--- config.mk ---
export PLATFORM = sky130hd
export DESIGN_NAME = btc_enc_spc_encode
export DESIGN_NICKNAME = d
export VERILOG_FILES = /design/src/rtl/btc_enc_spc_encode.sv
export SDC_FILE = /design/constraint.sdc
export NUM_CORES = 1
export LEC_CHECK = 0
export CELL_PAD_IN_SITES_DETAIL_PLACEMENT = 2
export CELL_PAD_IN_SITES_GLOBAL_PLACEMENT = 2
export CORE_UTILIZATION = 34
export DETAILED_ROUTE_END_ITERATION = 6
export PLACE_DENSITY = 0.91
export SKIP_LAST_GASP = 1
export SLEW_MARGIN = 15
export SYNTH_ARGS = -nofsm -noshare
export SYNTH_HDL_FRONTEND = slang
export SYNTH_SLANG_ARGS = --single-unit
--- constraint.sdc ---
create_clock -name iclk -period 4.1 [get_ports iclk]
set_input_delay 0.41 -clock iclk [delete_from_list [all_inputs] [get_ports iclk]]
set_output_delay 0.41 -clock iclk [all_outputs]
set_load 0.1 [all_outputs]
--- src/rtl/btc_enc_spc_encode.sv ---
// Serial SPC row/column encoder: k info bits in, k bits plus one even-parity bit out.
// Optional BTC_ENC_SPC_SOP_CHECK_EN adds oerr for misplaced sop/eof strobes.
package btc_enc_spc_pkg;

  typedef logic [2:0] btc_code_mode_t;

  typedef struct packed {
    logic sof;
    logic sop;
    logic eop;
    logic eof;
    logic mask;
  } strb_t;

  function automatic logic [6:0] get_code_bits(btc_code_mode_t m);
    logic [6:0] n;
    case (m)
      3'd0:    n = 7'd2;
      3'd1:    n = 7'd4;
      3'd2:    n = 7'd8;
      3'd3:    n = 7'd16;
      3'd4:    n = 7'd32;
      3'd5:    n = 7'd64;
      default: n = 7'd8;
    endcase
    return n;
  endfunction

endpackage

module btc_enc_spc_encode
  import btc_enc_spc_pkg::*;
#(
  parameter int pIDX_W = 6
) (
  input  logic           iclk,
  input  logic           ireset,
  input  logic           iclkena,
  input  btc_code_mode_t imode,
  input  logic           ival,
  input  strb_t          istrb,
  input  logic           idat,
  output logic           ordy,
  output logic           oval,
  output strb_t          ostrb,
  output logic           odat,
  output logic           obusy
`ifdef BTC_ENC_SPC_SOP_CHECK_EN
  ,
  output logic           oerr
`endif
);

  localparam logic [1:0] cIDLE_STATE = 2'd0;
  localparam logic [1:0] cDATA_STATE = 2'd1;
  localparam logic [1:0] cPAR_STATE  = 2'd2;

  logic [1:0]        state;
  logic [1:0]        nxt;
  logic [pIDX_W-1:0] cnt;
  logic [pIDX_W-1:0] cnt_inc;
  logic [pIDX_W-1:0] kinfo_m1;
  logic [pIDX_W-1:0] kinfo_new;
  logic              parity;
  logic              mask_r;
  logic              eof_r;
  logic              acc;
  logic              start;
  logic              data_acc;
  logic              last;
  logic              unused_eop;

  assign unused_eop = istrb.eop;

  assign acc       = ival & ordy;
  assign kinfo_new = pIDX_W'(get_code_bits(imode) - 7'd2);
  assign cnt_inc   = cnt + 1'b1;

`ifdef BTC_ENC_SPC_SOP_CHECK_EN
  assign start = acc & istrb.sop &
                 ((state == cIDLE_STATE) | (state == cDATA_STATE));
`else
  assign start = acc & istrb.sop & (state == cIDLE_STATE);
`endif

  assign data_acc = acc & ~start & (state == cDATA_STATE);

  // a fresh sop is also the last info bit when k = 1
  assign last = start ? (kinfo_new == '0) : (cnt_inc == kinfo_m1);

  always_comb begin
    nxt = state;
    unique case (1'b1)
      (state == cPAR_STATE): nxt = cIDLE_STATE;
      (start | data_acc):    nxt = last ? cPAR_STATE : cDATA_STATE;
      default:               nxt = state;
    endcase
  end

  always_ff @(posedge iclk or negedge ireset) begin
    if (!ireset) begin
      state    <= cIDLE_STATE;
      ordy     <= 1'b1;
      oval     <= 1'b0;
      ostrb    <= '0;
      odat     <= 1'b0;
      obusy    <= 1'b0;
      cnt      <= '0;
      kinfo_m1 <= '0;
      parity   <= 1'b0;
      mask_r   <= 1'b0;
      eof_r    <= 1'b0;
    end else if (iclkena) begin
      state <= nxt;
      ordy  <= (nxt != cPAR_STATE);
      obusy <= (nxt != cIDLE_STATE) | (state == cPAR_STATE);
      oval  <= 1'b0;
      ostrb <= '0;
      if (start) begin
        kinfo_m1   <= kinfo_new;
        mask_r     <= istrb.mask;
        cnt        <= '0;
        parity     <= idat;
        oval       <= 1'b1;
        odat       <= idat;
        ostrb.sop  <= 1'b1;
        ostrb.sof  <= istrb.sof;
        ostrb.mask <= istrb.mask;
        if (last) eof_r <= istrb.eof;
      end else if (data_acc) begin
        cnt        <= cnt_inc;
        parity     <= parity ^ idat;
        oval       <= 1'b1;
        odat       <= idat;
        ostrb.mask <= mask_r;
        if (last) eof_r <= istrb.eof;
      end else if (state == cPAR_STATE) begin
        oval       <= 1'b1;
        odat       <= parity;
        ostrb.eop  <= 1'b1;
        ostrb.eof  <= eof_r;
        ostrb.mask <= mask_r;
      end
    end
  end

`ifdef BTC_ENC_SPC_SOP_CHECK_EN
  always_ff @(posedge iclk or negedge ireset) begin
    if (!ireset) begin
      oerr <= 1'b0;
    end else if (iclkena) begin
      oerr <= (start & (state == cDATA_STATE)) |
              (acc & istrb.eof & ~last);
    end
  end
`endif

endmodule

==> summary.md <==
| Metric | Value |
|---|---|
| Post-DRT Antenna Nets | `0` |
| Achievable clock frequency | `0.382 GHz` |
| Detailed-route via count | `1082` |
| RSZ-0062 raised after global routing | `no` |
| Die height | `64.1 um` |
| Final setup margin | `1.48 ns` |
| Synthesis-stage register bit count | `25` |
| Detailed-route wire length per cell | `19.2 um` |
| PortBufs | `20` |
| Grt ovf | `0` |
| Die Footprint | `4110 sq um` |
| Final worst-path cycle share | `0.638` |
| CP Max Fanout | `15` |
| Antenna violations before repair | `0` |
| Maximum VDD drop | `0.000344 V` |
| Run status | `complete, no violations` |
| Total clock sinks | `25` |
| Count of final max-slew check failures | `0` |
| Post-place setup slack | `1.20 ns` |
| Core box area | `3690 sq um` |
| Antenna diodes | `0` |
| PD cells | `662 nW/um^2` |
| Endpoints failing hold | `0` |
| Largest area contributor in the netlist | `dfrtp_1` |
| Largest net degree at the start of global routing | `26` |
| Overall routing resource usage | `0.221` |
| Number of global-route vias before repair | `1256` |
| WP data required | `4.28 ns` |
| Critical path arrival | `2.79 ns` |
| Multi-input logic area | `632 sq um` |
| Synthesized area | `1310 sq um` |
| Clock latency on the worst-skew pair | `0.28 ns` |
| Max transition margin | `0.331` |
| Setup tns final | `0 ns` |
| Area Overhead vs Synth | `21.5%` |
| CTS Hold Buffers Added | `0` |
| Mapped Cells | `137` |
| Crit path launch type | `primary input` |
| Longest Clk Path Bufs | `2` |
| Sequential element share of the synthesized area | `0.478` |
| WL final | `3940 um` |
| Power, Total | `1050 uW` |
| Slowest stage cell, crit path | `clkdlybuf4s50_1` |
| Site row count | `22` |
| Setup violators final | `0` |
| Root Buffer | `clkbuf_8` |
| Synth top area cells | `dfrtp_1 46%, nand2_1 6.0%, o21ai_0 4.6%, nor2_1 3.4%, xor2_1 3.3%` |
| Post CTS Setup Buffer Count | `0` |
| Yosys warnings | `0` |
| CTS tree | `built` |
| Critical path class | `primary input to flop` |
| Initial DRC count | `28` |
| Hold Path Class | `primary input to asynchronous set/reset pin` |
| Post-cts resize count | `0` |
| Crit. End Element | `flop` |
| Synth Area per Inst | `9.57 sq um` |
| Dpl hpwl | `2650 um` |
| Placed cells | `201` |
| Reg area | `627 sq um` |
| Fillcell total | `407` |
| Clk slew on worst S/H paths | `0.10 ns` |
| Post-route DRC | `0` |
| Max-cap violations | `0` |
| Clk_skew | `0.00631 ns` |
| Fin crit period | `2.62 ns` |
| Final GP Congestion | `0.756` |
| Top-area cell type share of the netlist area | `0.458` |
| Synthesized Nets | `151` |
| Core Util, Final | `0.432` |
| CTS H-tree lvls | `1` |
| Initial DRT Pass Iterations | `4` |
| Nets | `172` |
| Leak Pwr | `0.000683 uW` |
| Cell family contributing the most delay on the critical path | `simple AND/OR/NAND/NOR gates` |
| Worst Tran Pin Value | `1.00 ns` |
| IO Pins | `22` |
| Share of cells above drive strength 1 | `0.102` |
| CP Cell Sequence | `clkdlybuf4s50_1, and3_1, nand3_1, nor2_1, a31oi_2, mux2_4` |
| WP buf/inv | `1` |
| Starting Density | `0.355` |
| CP peak stage delay | `0.81 ns` |
| CTS Buf Count | `3` |
| Global-route wire length before repair | `6670 um` |
| Chip width | `64.1 um` |
| Vias per cell | `5.28` |
| Distinct cell type count after synthesis | `41` |
| Non-Filler Instances | `205` |
| Leading cell type in the layout, fill and taps excluded | `dfrtp_1` |
| Most frequent cells in the layout | `24 x dfrtp_1, 21 x nand2_1, 19 x clkdlybuf4s50_1, 12 x nor2_1, 12 x o21ai_0` |
[through the flow]
stage / area, sq um / hold WS [ns]
4_1_cts: 1600 / 0.518
3_5_place_dp: 1550 / 0.490
3_3_place_gp: 1550 / 0.482
5_1_grt: 1590 / 0.149
6_report: 1590 / 0.100
2_1_floorplan: 1310 / 0.114
[final timing paths]
check                           startpoint          end  slack, ns  depth (start not counted)
worst max-delay path               iclkena        eof_r       1.48                          6
worst min-delay path                ireset        eof_r       0.10                          1
worst max register to register        ordy        eof_r       1.92                          5
worst min register to register       obusy        obusy       0.51                          1
max in group asynchronous           ireset  kinfo_m1[3]       3.62                          1
min in group iclk                    obusy        obusy       0.51                          1
[cells by family after synthesis]
group / share of synthesized area
buffers and inverters: 0.0401
XOR/XNOR: 0.0468
multiplexers: 0.0534
flip-flops: 0.478
AO/OA/AOI/OAI: 0.182
AND/OR/NAND/NOR: 0.190
adder cells (fa/ha/maj): 0.00954
[power by group]
part	internal [uW]	switching, uW	leakage [uW]
Sequential	323	90.7	0.000315
Clock	69.3	91.9	0.0000217
Combinational	166	314	0.000346
[final cells by class]
type / count / share of cell area
Sequential cell: 25 / 0.394
Timing Repair Buffer: 20 / 0.123
Clock inverter: 1 / 0.00471
Tap cell: 48 / 0.0377
Inverter: 8 / 0.0189
Clock buffer: 3 / 0.0259
Multi-Input combinational cell: 100 / 0.397
[registers in the layout, indices dropped and copies added (netlist names)]
register / cells
oval: 1
ostrb: 5
mask_r: 1
kinfo_m1: 5
odat: 1
obusy: 1
cnt: 6
eof_r: 1
parity: 1
ordy: 1
state: 2
[cell usage after synthesis, drive strengths merged]
cell,count
a31oi,4
ha,1
o21a,1
xnor2,2
o211ai,3
nand3,6
and4b,1
or3,2
nor2,12
nand2b,1
a21oi,7
dfrtp,24
o21bai,1
nor3,2
xor2,5
buf,1
o31ai,1
mux2,5
o2bb2ai,1
o21ai,15
and3,1
inv,8
nor4b,1
or3b,1
o22a,1
clkbuf,3
a211o,1
nor2b,1
nand2,21
mux2i,1
dfstp,1
a311oi,1
o41ai,1
[layer usage]
metal | track usage | wire [um] | vias up | share of wire
met2 | 0.400 | 2120 | 13 | 0.54
met3 | 0.0286 | 77 | 7 | 0.020
li1 | - | - | 518 | -
met5 | 0 | 0 | - | 0
met4 | 0.0750 | 65 | 0 | 0.017
met1 | 0.269 | 1680 | 544 | 0.43
Power figures use the tool's default switching activity.
